$ cat src/rtl/p251_pkg.sv
// Shared constants and types for the GF(251) arithmetic datapath.
// Latency: n/a (definitions only).
// Backpressure: n/a.
package p251_pkg;

    localparam int P    = 251;
    localparam int EL_W = 8;
    localparam int PR_W = 16;

    typedef enum logic [1:0] {
        ST_IDLE  = 2'd0,
        ST_RUN   = 2'd1,
        ST_FLUSH = 2'd2
    } state_e;

endpackage

$ cat src/rtl/p251_red.sv
// Reduces a 16-bit value to its canonical residue mod 251.
// Latency: combinational; o_done simply mirrors i_start.
// Backpressure: none, accepts a value every cycle.
module p251_red
    import p251_pkg::*;
(
    input  logic            i_start,
    input  logic [PR_W-1:0] i_x,
    output logic [EL_W-1:0] o_r,
    output logic            o_done
);

    // 256 == 5 (mod 251): fold the high byte twice, then one conditional subtract.
    logic [10:0] fold1;
    logic [8:0]  fold2;
    logic [8:0]  fold2_sub;

    // Two folds bring any 16-bit input below 291, so one subtract finishes the job.
    always_comb begin
        fold1     = {3'b000, i_x[7:0]} + (11'(i_x[15:8]) * 11'd5);
        fold2     = {1'b0, fold1[7:0]} + (9'(fold1[10:8]) * 9'd5);
        fold2_sub = fold2 - 9'(P);
        o_r       = fold2[7:0];
        if (fold2 >= 9'(P)) begin
            o_r = fold2_sub[7:0];
        end
    end

    assign o_done = i_start;

endmodule

$ cat src/rtl/p251_dot.sv
// Streaming inner product sum(a_i*b_i) mod 251 with a saturating term counter.
// Latency: last beat at edge T -> o_c written at T+1, o_done high the following cycle.
// Backpressure: o_ready high only in RUN; IDLE and the one-cycle FLUSH refuse pairs.
module p251_dot
    import p251_pkg::*;
#(
    parameter int CNT_W = 16
) (
    input  logic             i_clk,
    input  logic             i_rst,
    input  logic             i_start,
    input  logic             i_valid,
    input  logic             i_last,
    input  logic [EL_W-1:0]  i_a,
    input  logic [EL_W-1:0]  i_b,
    output logic             o_ready,
    output logic [EL_W-1:0]  o_c,
    output logic             o_done,
    output logic [CNT_W-1:0] o_cnt
);

    state_e            state_q, state_d;
    logic [CNT_W-1:0]  cnt_q, cnt_d;
    logic [EL_W-1:0]   acc_q, acc_d;
    logic [PR_W-1:0]   p_q, p_d;
    logic              p_vld_q, p_vld_d;
    logic              p_last_q, p_last_d;
    logic [EL_W-1:0]   c_q, c_d;
    logic              done_q, done_d;

    logic              beat;
    logic              start_go;
    logic [PR_W-1:0]   sum;
    logic [EL_W-1:0]   red_r;
    logic              red_done_unused;

    // FSM next state and handshake: start only from IDLE, FLUSH drains stage 1.
    always_comb begin
        state_d  = state_q;
        o_ready  = 1'b0;
        start_go = 1'b0;
        case (state_q)
            ST_IDLE: begin
                if (i_start) begin
                    start_go = 1'b1;
                    state_d  = ST_RUN;
                end
            end
            ST_RUN: begin
                o_ready = 1'b1;
                if (i_valid && i_last) begin
                    state_d = ST_FLUSH;
                end
            end
            ST_FLUSH: begin
                state_d = ST_IDLE;
            end
            default: begin
                state_d = ST_IDLE;
            end
        endcase
    end

    assign beat = i_valid & o_ready;

    // Stage 1: register the raw 16-bit product with its valid/last tags.
    always_comb begin
        p_d      = p_q;
        p_vld_d  = beat;
        p_last_d = beat & i_last;
        if (beat) begin
            p_d = 16'(i_a) * 16'(i_b);
        end
    end

    // acc < 251 and p <= 65025, so the sum stays within 16 bits.
    assign sum = 16'(acc_q) + p_q;

    p251_red u_red (
        .i_start (1'b1),
        .i_x     (sum),
        .o_r     (red_r),
        .o_done  (red_done_unused)
    );

    // Stage 2: fold the product into the accumulator; publish the result on the last term.
    always_comb begin
        acc_d  = acc_q;
        c_d    = c_q;
        done_d = 1'b0;
        if (start_go) begin
            acc_d = '0;
        end else if (p_vld_q) begin
            acc_d = red_r;
        end
        if (p_vld_q && p_last_q) begin
            c_d    = red_r;
            done_d = 1'b1;
        end
    end

    // Term counter: cleared on start, counts beats, sticks at all-ones.
    always_comb begin
        cnt_d = cnt_q;
        if (start_go) begin
            cnt_d = '0;
        end else if (beat && (cnt_q != '1)) begin
            cnt_d = cnt_q + 1'b1;
        end
    end

    // State registers; reset aborts any vector in flight without a done pulse.
    always_ff @(posedge i_clk or posedge i_rst) begin
        if (i_rst) begin
            state_q  <= ST_IDLE;
            cnt_q    <= '0;
            acc_q    <= '0;
            p_q      <= '0;
            p_vld_q  <= 1'b0;
            p_last_q <= 1'b0;
            c_q      <= '0;
            done_q   <= 1'b0;
        end else begin
            state_q  <= state_d;
            cnt_q    <= cnt_d;
            acc_q    <= acc_d;
            p_q      <= p_d;
            p_vld_q  <= p_vld_d;
            p_last_q <= p_last_d;
            c_q      <= c_d;
            done_q   <= done_d;
        end
    end

    assign o_c    = c_q;
    assign o_done = done_q;
    assign o_cnt  = cnt_q;

endmodule

$ cat config.mk
export PLATFORM = sky130hd
export DESIGN_NAME = p251_dot
export DESIGN_NICKNAME = d
export VERILOG_FILES = /design/src/rtl/p251_pkg.sv /design/src/rtl/p251_red.sv /design/src/rtl/p251_dot.sv
export SDC_FILE = /design/constraint.sdc
export NUM_CORES = 1
export LEC_CHECK = 0
export CORE_MARGIN = 2
export CORE_UTILIZATION = 55
export CTS_CLUSTER_DIAMETER = 50
export CTS_CLUSTER_SIZE = 30
export DETAILED_ROUTE_END_ITERATION = 10
export PLACE_DENSITY_LB_ADDON = 0.1
export SETUP_SLACK_MARGIN = 0.3
export SLEW_MARGIN = 0
export SYNTH_ARGS = -nofsm -noshare
export SYNTH_HDL_FRONTEND = slang
export SYNTH_HIERARCHICAL = 1
export SYNTH_SLANG_ARGS = --single-unit
export TNS_END_PERCENT = 30
$ cat constraint.sdc
create_clock -name i_clk -period 6.55 [get_ports i_clk]
set_clock_uncertainty 0.1 [all_clocks]
set_input_delay 1.31 -clock i_clk [delete_from_list [all_inputs] [get_ports i_clk]]
set_output_delay 1.31 -clock i_clk [all_outputs]
set_load 0.01 [all_outputs]
==> results of run 1 <==
[state kept, by name, summed over array words and instances (netlist names)]
signal / count
state_q: 2
o_cnt: 16
p_last_q: 1
p_q: 16
o_done: 1
p_vld_q: 1
acc_q: 8
o_c: 8
[layer usage]
metal | global-route usage | vias up | part of all wire
met4 | 0.0394 | 0 | 0.0061
met2 | 0.390 | 75 | 0.47
met3 | 0.0269 | 12 | 0.032
met5 | 0 | - | 0
li1 | - | 2456 | -
met1 | 0.351 | 2451 | 0.49
[tightest hold or removal path, cell delays in order (launching register included)]
cell and delay, ps:
dfrtp_1 350, nand2_1 50, nand2_1 60
[cells in the final DEF (no fill, tap or decap), drive strengths merged, types with 3 or more instances in the layout]
master and instances:
fa 45, o211ai 8, nand2 53, or3 3, a211oi 13, and2 55, or2 5, clkbuf 6
a31oi 3, a2111oi 6, o21ai 28, buf 64, mux2 10, dfrtp 53, inv 80, nor3 9
a21oi 18, o31ai 3, nand4 8, o31a 3, xnor2 20, xor2 18, o21a 9, o22ai 3
nand3 11, mux2i 11, and4 3, a21o 7, nor2 44, nor2b 6, a21boi 3, and3 9
ha 75, clkdlybuf4s50 46
[through the flow]
| stage | setup slack, ps | instances | setup TNS, ps |
|---|---|---|---|
| detailed placement | -489 | 888 | -5970 |
| global placement | -324 | 888 | -3590 |
| CTS | -353 | 901 | -4040 |
| finish | -374 | 903 | -4330 |
| floorplan | -145 | 652 | -269 |
| global route | -714 | 903 | -10160 |
[path summary, 6_finish.rpt]
kind                                 startpoint            endpoint  slack (ps)  depth (start not counted)
max                        acc_q[2]$_DFFE_PP0P_  o_c[1]$_DFFE_PP0P_        -370                         28
min                          p_q[3]$_DFFE_PP0P_  p_q[3]$_DFFE_PP0P_         400                          2
max reg2reg                acc_q[2]$_DFFE_PP0P_  o_c[1]$_DFFE_PP0P_        -370                         28
min reg2reg                  p_q[3]$_DFFE_PP0P_  p_q[3]$_DFFE_PP0P_         400                          2
max in group asynchronous                 i_rst  p_q[8]$_DFFE_PP0P_        4220                          2
min in group asynchronous                 i_rst  o_c[3]$_DFFE_PP0P_        1470                          2
[final cells by class]
class,instances,area [sq um]
flip-flops and latches,53,1330
inverters,80,300
multi-input cells,512,4580
clock buffers,6,72.6
fillers,888,3350
clock inverters,2,38.8
well taps,140,175
repair buffers,110,945
[repair_timing]
item / CTS / global route
resized for setup: 15 / 7
pin swaps: 20 / 7
hold buffers: 0 / 0
buffers inserted: 5 / 2
cloned: 0 / 0
setup endpoints to repair: 16 / 16
hold endpoints to repair: 0 / 0
==> flow_summary.json, run 1 <==
{
  "status": "complete, but fails checks",
  "violations": "setup timing",
  "netlist_area_sq_um": 6060,
  "path_max_fanout": 5,
  "via_count": 4994,
  "cpMaxStageDelayCell": "fa_1",
  "drive_above_1_share": 0.177,
  "clk_latency_ps": 310,
  "clock-sinks": 53,
  "final.min_clock_period_ps": 6920,
  "cts_buffer_depth": 2,
  "grt_max_degree": 54,
  "row_count": 38,
  "cts_root_buf": "clkbuf_8",
  "antenna_found_initial": 0,
  "grt_util_all_layers": 0.240,
  "grt_pass1_wl_mm": 22.9,
  "dp_hpwl_mm": 11.1,
  "syn-num-nets": 793,
  "drt_pre_antenna_iters": 5,
  "placedInstanceArea_sq_um": 7180,
  "arrival_ps": 7030,
  "worstMarginPinSlew_ps": 1060,
  "drv_cap": 0,
  "dieArea_sq_um": 11900,
  "die_h_um": 109,
  "cts_buffers": 5,
  "portBuffers": 46,
  "wl_mm": 13.6,
  "cts_max_level": 2,
  "antenna_cells": 0,
  "coreArea_sq_um": 10800,
  "drt_iter0_drc": 241,
  "critPathKind": "flip-flop to flip-flop",
  "grt_setup_unrepaired": "true",
  "die_width_um": 109,
  "cts_tree": "yes",
  "grt-ovfl-total": 0,
  "io_pins": 47,
  "hold_viol": 0,
  "final_util": 0.689,
  "critPathCaptureType": "flip-flop",
  "path_delay_family": "compound AO/OA/AOI/OAI gates",
  "synthesis.instances": 652,
  "postLayoutCellArea_sq_um": 7440,
  "whs_ps": 396,
  "wl_per_cell_um": 15.0,
  "initial_core_util": 0.562,
  "setup_ws_ps": -374,
  "grt_pass1_vias": 5000,
  "fin_nets": 903,
  "postRouteAntennaNets": 0,
  "path_clk_slew_ps": 100,
  "synth.avg_cell_area_sq_um": 9.30,
  "hp-class": "flip-flop to flip-flop",
  "synthToLayoutAreaGrowth_pct": 22.7,
  "fin_crit_sh": 1.06,
  "ys_warn_count": 6,
  "finalMaxSlewViolations": 0,
  "max_freq_mhz": 144,
  "vias_per_cell": 5.53,
  "drc": 0,
  "gp_congestion": 0.919,
  "path_buf_inv": 3,
  "relSlewSlack": 0.292,
  "critPathMaxStageDelay_ps": 490,
  "cp_data_required_time_ps": 6660,
  "start_kind": "flip-flop",
  "setup_viol": 16
}
Power of run 1 is not shown: default switching activity piles up to over one toggle a cycle in this logic, so the estimate is an artifact.
==> run 2: changes to the inputs <==
--- a/config.mk
+++ b/config.mk
@@ -5,7 +5,7 @@
 export SDC_FILE = /design/constraint.sdc
 export NUM_CORES = 1
 export LEC_CHECK = 0
-export CORE_MARGIN = 2
+export CORE_MARGIN = 3
 export CORE_UTILIZATION = 55
 export CTS_CLUSTER_DIAMETER = 50
 export CTS_CLUSTER_SIZE = 30
==> run 2 against run 1 <==
Compared with the run above: the flow still finishes with violations (setup timing); non-clock buffer count grew 13; global-route usage shrank 0.49 points; critical path depth up 2; via count is 2.0% higher; wire length is 3.5% higher; hold slack about the same; register-to-register slack improved by 20 ps; clock-buffer cell count is the same; highest routed layer unchanged.
==> flow_summary.json, run 2 (synthesis gave the netlist of run 1 again) <==
{
  "status": "complete, but fails checks",
  "violations": "setup timing",
  "grt-ovfl-total": 0,
  "antenna_cells": 0,
  "whs_endpoint": "p_q[2]$_DFFE_PP0P_",
  "cts_tree": "yes",
  "hp-class": "flip-flop to flip-flop",
  "arrival_ps": 7010,
  "clk_latency_ps": 310,
  "gp_congestion": 0.857,
  "die_h_um": 111,
  "wl_per_cell_um": 15.4,
  "grt_pass1_vias": 5162,
  "drive_above_1_share": 0.196,
  "grt_setup_unrepaired": "true",
  "critPathMaxStageDelay_ps": 550,
  "wl_mm": 14.0,
  "final.min_clock_period_ps": 6910,
  "critPathCaptureType": "flip-flop",
  "vias_per_cell": 5.59,
  "cp_data_required_time_ps": 6650,
  "via_count": 5094,
  "setup_ws_ps": -358,
  "antenna_found_initial": 0,
  "hold_depth": 2,
  "postLayoutCellArea_sq_um": 7530,
  "hp-start": "p_q[2]$_DFFE_PP0P_",
  "placedInstanceArea_sq_um": 7180,
  "drt_pre_antenna_iters": 4,
  "coreArea_sq_um": 10500,
  "crit-reg2reg-launch": "p_q[0]$_DFFE_PP0P_",
  "r2r_setup_slack_ps": -360,
  "max_freq_mhz": 145,
  "hold_viol": 0,
  "die_width_um": 111,
  "final_util": 0.716,
  "fin_crit_sh": 1.05,
  "fin_nets": 916,
  "clock-sinks": 53,
  "synthToLayoutAreaGrowth_pct": 24.2,
  "r2r_end": "o_c[1]$_DFFE_PP0P_",
  "cts_hold_buf": 0,
  "dp_hpwl_mm": 11.2,
  "relSlewSlack": 0.300,
  "cts_buffer_depth": 2,
  "finalMaxSlewViolations": 0,
  "crit_start": "p_q[0]$_DFFE_PP0P_",
  "cts_root_buf": "clkbuf_8",
  "dieArea_sq_um": 12300,
  "placed_cells": 885,
  "drt_iter0_drc": 311,
  "path_max_fanout": 5,
  "reg2reg_depth": 30,
  "cts_max_level": 2,
  "path_clk_slew_ps": 100,
  "postRouteAntennaNets": 0,
  "stdcell_count": 912,
  "row_count": 37,
  "cts_buffers": 5,
  "dp_slack_ps": -488,
  "portBuffers": 46,
  "setup_viol": 16,
  "cpMaxStageDelayCell": "fa_1",
  "grt_pass1_wl_mm": 24.4,
  "start_kind": "flip-flop",
  "cp_common_cell": "inv_2",
  "initial_core_util": 0.577,
  "drc": 0,
  "critPathKind": "flip-flop to flip-flop",
  "drv_cap": 0,
  "layout_commonest_cell": "buf_4",
  "grt_util_all_layers": 0.235,
  "grt_max_degree": 54,
  "layout_common_cells": "77 x buf_4, 75 x inv_1, 70 x ha_1, 54 x and2_1",
  "io_pins": 47,
  "worstMarginPinSlew_ps": 1050
}
==> run 2: metrics by stage <==
step / hold slack [ps] / setup TNS [ps]
final: 396 / -4610
after floorplan: 350 / -269
after CTS: 397 / -3460
after global routing: 433 / -10340
after global placement: 367 / -2830
after detailed placement: 374 / -6250
==> run 2: worst max-delay path by stage <==
stage	to	slack, ps	cells past startpoint
final	o_c[1]$_DFFE_PP0P_	-360	30
after global routing	acc_q[0]$_DFFE_PP0P_	-710	32
after CTS	o_c[4]$_DFFE_PP0P_	-330	30
after detailed placement	o_c[1]$_DFFE_PP0P_	-490	30
after global placement	o_c[1]$_DFFE_PP0P_	-270	30
after floorplan	o_c[1]$_DFFE_PP0P_	-150	29
==> run 2: worst max-delay path: cells and delay by family, from the launching register on <==
| family | cells | cell delay [ps] |
|---|---|---|
| compound gates | 12 | 2570 |
| xor+xnor | 2 | 340 |
| fa+ha+maj | 7 | 2240 |
| buf+inv | 5 | 390 |
| flops | 1 | 400 |
| mux | 2 | 580 |
| simple gates | 2 | 180 |
==> run 2: area by class of cell <==
| class | instances | area, sq um |
|---|---|---|
| Multi-Input combinational cell | 512 | 4600 |
| Inverter | 80 | 300 |
| Sequential cell | 53 | 1330 |
| Fill cell | 839 | 2980 |
| Tap cell | 136 | 170 |
| Clock inverter | 2 | 13.8 |
| Timing Repair Buffer | 123 | 1040 |
| Clock buffer | 6 | 72.6 |
==> run 2: repair_timing <==
item	in CTS	in global routing
setup endpoints to repair	16	16
resized for setup	16	14
gates cloned	0	0
setup buffers	14	5
pin swaps	22	12
==> run 2: metal layers <==
metal,wire length (um),track usage,vias to the layer above
li1,-,-,2490
met1,6740,0.349,2492
met2,6440,0.369,91
met3,563,0.0246,21
met4,285,0.0575,0
met5,0,0,-
Power of run 2 is left out for the same reason.
==> run 3: changes to the inputs <==
--- a/config.mk
+++ b/config.mk
@@ -5,14 +5,15 @@
 export SDC_FILE = /design/constraint.sdc
 export NUM_CORES = 1
 export LEC_CHECK = 0
+export CORE_ASPECT_RATIO = 1.5
 export CORE_MARGIN = 3
-export CORE_UTILIZATION = 55
+export CORE_UTILIZATION = 50
 export CTS_CLUSTER_DIAMETER = 50
 export CTS_CLUSTER_SIZE = 30
 export DETAILED_ROUTE_END_ITERATION = 10
 export PLACE_DENSITY_LB_ADDON = 0.1
 export SETUP_SLACK_MARGIN = 0.3
-export SLEW_MARGIN = 0
+export SLEW_MARGIN = 20
 export SYNTH_ARGS = -nofsm -noshare
 export SYNTH_HDL_FRONTEND = slang
 export SYNTH_HIERARCHICAL = 1
==> run 3 against run 2 <==
Compared with the run above: the run still ends with setup timing left; sequential cell count unchanged; design area increased by 0.81%; sequential share of layout area decreased by 0.14 points; first-iteration DRC count decreased by 53%; die area increased by 9.7%; utilization decreased by 6.5 points; wire length increased by 2.0%; non-clock buffer count decreased by 4; setup slack got worse by 2.4 ps; critical path depth unchanged.
==> flow_summary.json, run 3 (synthesis gave the netlist of run 1 again) <==
{
  "status": "complete, but fails checks",
  "violations": "setup timing",
  "layout_commonest_cell": "inv_1",
  "grt_pass1_wl_mm": 24.8,
  "via_count": 4983,
  "cts_root_buf": "clkbuf_16",
  "path_buf_inv": 5,
  "coreArea_sq_um": 11700,
  "portBuffers": 46,
  "initial_core_util": 0.520,
  "wl_met3_um": 199,
  "grt_setup_unrepaired": "true",
  "row_count": 48,
  "hp-start": "p_q[6]$_DFFE_PP0P_",
  "gp_congestion": 0.879,
  "die_width_um": 95.9,
  "cts_buffers": 5,
  "io_pins": 47,
  "cts_tree": "yes",
  "r2r_setup_slack_ps": -360,
  "grt_max_degree": 54,
  "critPathMaxStageDelay_ps": 550,
  "path_max_fanout": 5,
  "path_clk_slew_ps": 80,
  "setup_ws_ps": -360,
  "antenna_cells": 0,
  "final_util": 0.651,
  "arrival_ps": 7000,
  "grt-ovfl-total": 0,
  "fin_crit_sh": 1.05,
  "worstMarginPinSlew_ps": 902,
  "hp-class": "flip-flop to flip-flop",
  "reg2reg_depth": 30,
  "drt_pre_antenna_iters": 4,
  "clock-sinks": 53,
  "critPathCaptureType": "flip-flop",
  "wl_per_cell_um": 15.5,
  "wl_mm": 14.3,
  "cts_max_level": 2,
  "dr.max_layer_used": "met4",
  "cpMaxStageDelayCell": "fa_1",
  "postRouteAntennaNets": 0,
  "drt-met1-wl_mm": 5.47,
  "clk_latency_ps": 300,
  "cp_common_cell": "inv_2",
  "drive_above_1_share": 0.190,
  "antenna_found_initial": 0,
  "hold_depth": 2,
  "r2r_end": "o_c[5]$_DFFE_PP0P_",
  "dp_hpwl_mm": 12.1,
  "vias_per_cell": 5.40,
  "whs_endpoint": "p_q[6]$_DFFE_PP0P_",
  "path_delay_family": "compound AO/OA/AOI/OAI gates",
  "synthToLayoutAreaGrowth_pct": 25.2,
  "start_kind": "flip-flop",
  "critPathKind": "flip-flop to flip-flop",
  "finalMaxSlewViolations": 0,
  "grt_pass1_vias": 5392,
  "drc": 0,
  "hold_viol": 0,
  "met2_length_mm": 8.18,
  "final.min_clock_period_ps": 6910,
  "setup_viol": 16,
  "drv_cap": 0,
  "drt_iter0_drc": 145,
  "layout_common_cells": "74 x inv_1, 73 x buf_4, 70 x ha_1, 54 x and2_1",
  "grt_util_all_layers": 0.229,
  "die_h_um": 141,
  "fin_nets": 912,
  "max_freq_mhz": 145,
  "cts_buffer_depth": 2,
  "relSlewSlack": 0.399,
  "dieArea_sq_um": 13500,
  "cp_data_required_time_ps": 6640,
  "crit-reg2reg-launch": "p_q[0]$_DFFE_PP0P_"
}
run 3: layout make-up:
class / count / area (sq um)
Timing Repair Buffer: 119 / 1010
Tap cell: 150 / 188
Clock buffer: 5 / 125
Sequential cell: 53 / 1330
Multi-Input combinational cell: 512 / 4610
Clock inverter: 3 / 28.8
Inverter: 80 / 302
Fill cell: 1006 / 4060
run 3: through the flow:
step	area, sq um	setup TNS (ps)	setup slack [ps]	hold WS, ps	cells
2_1_floorplan	6140	-269	-145	350	652
3_3_place_gp	7250	-5270	-375	375	906
3_5_place_dp	7250	-6870	-490	384	906
4_1_cts	7520	-5090	-413	400	919
5_1_grt	7590	-9620	-705	409	922
6_report	7590	-4630	-360	390	922
run 3: repair_timing:
action                                 CTS  global route
cloned                                   0             0
resized for setup                       17             8
setup endpoints to repair               16            16
setup buffers                            5             3
hold buffers                             0             0
endpoints found under the hold margin    0             0
pin swaps                               23            10
run 3: routing by layer:
layer	up-vias	track usage
li1	2472	-
met1	2419	0.244
met2	62	0.447
met3	30	0.0176
met4	0	0.0907
met5	-	0
run 3: how the worst max path moves through the flow:
stage / from / end / slack, ps / depth (start not counted)
2_1_floorplan: acc_q[0]$_DFFE_PP0P_ / o_c[1]$_DFFE_PP0P_ / -150 / 29
3_3_place_gp: acc_q[0]$_DFFE_PP0P_ / o_c[4]$_DFFE_PP0P_ / -370 / 31
3_5_place_dp: acc_q[0]$_DFFE_PP0P_ / o_c[3]$_DFFE_PP0P_ / -490 / 29
4_1_cts: p_q[0]$_DFFE_PP0P_ / o_c[3]$_DFFE_PP0P_ / -410 / 30
5_1_grt: p_q[0]$_DFFE_PP0P_ / acc_q[2]$_DFFE_PP0P_ / -700 / 31
6_report: p_q[0]$_DFFE_PP0P_ / o_c[5]$_DFFE_PP0P_ / -360 / 30
run 3: tightest hold or removal path: stages (launching register included):
cell	delay (ps)
dfrtp_1	350
nand2_1	50
o21ai_0	60
Power of run 3 is left out for the same reason.
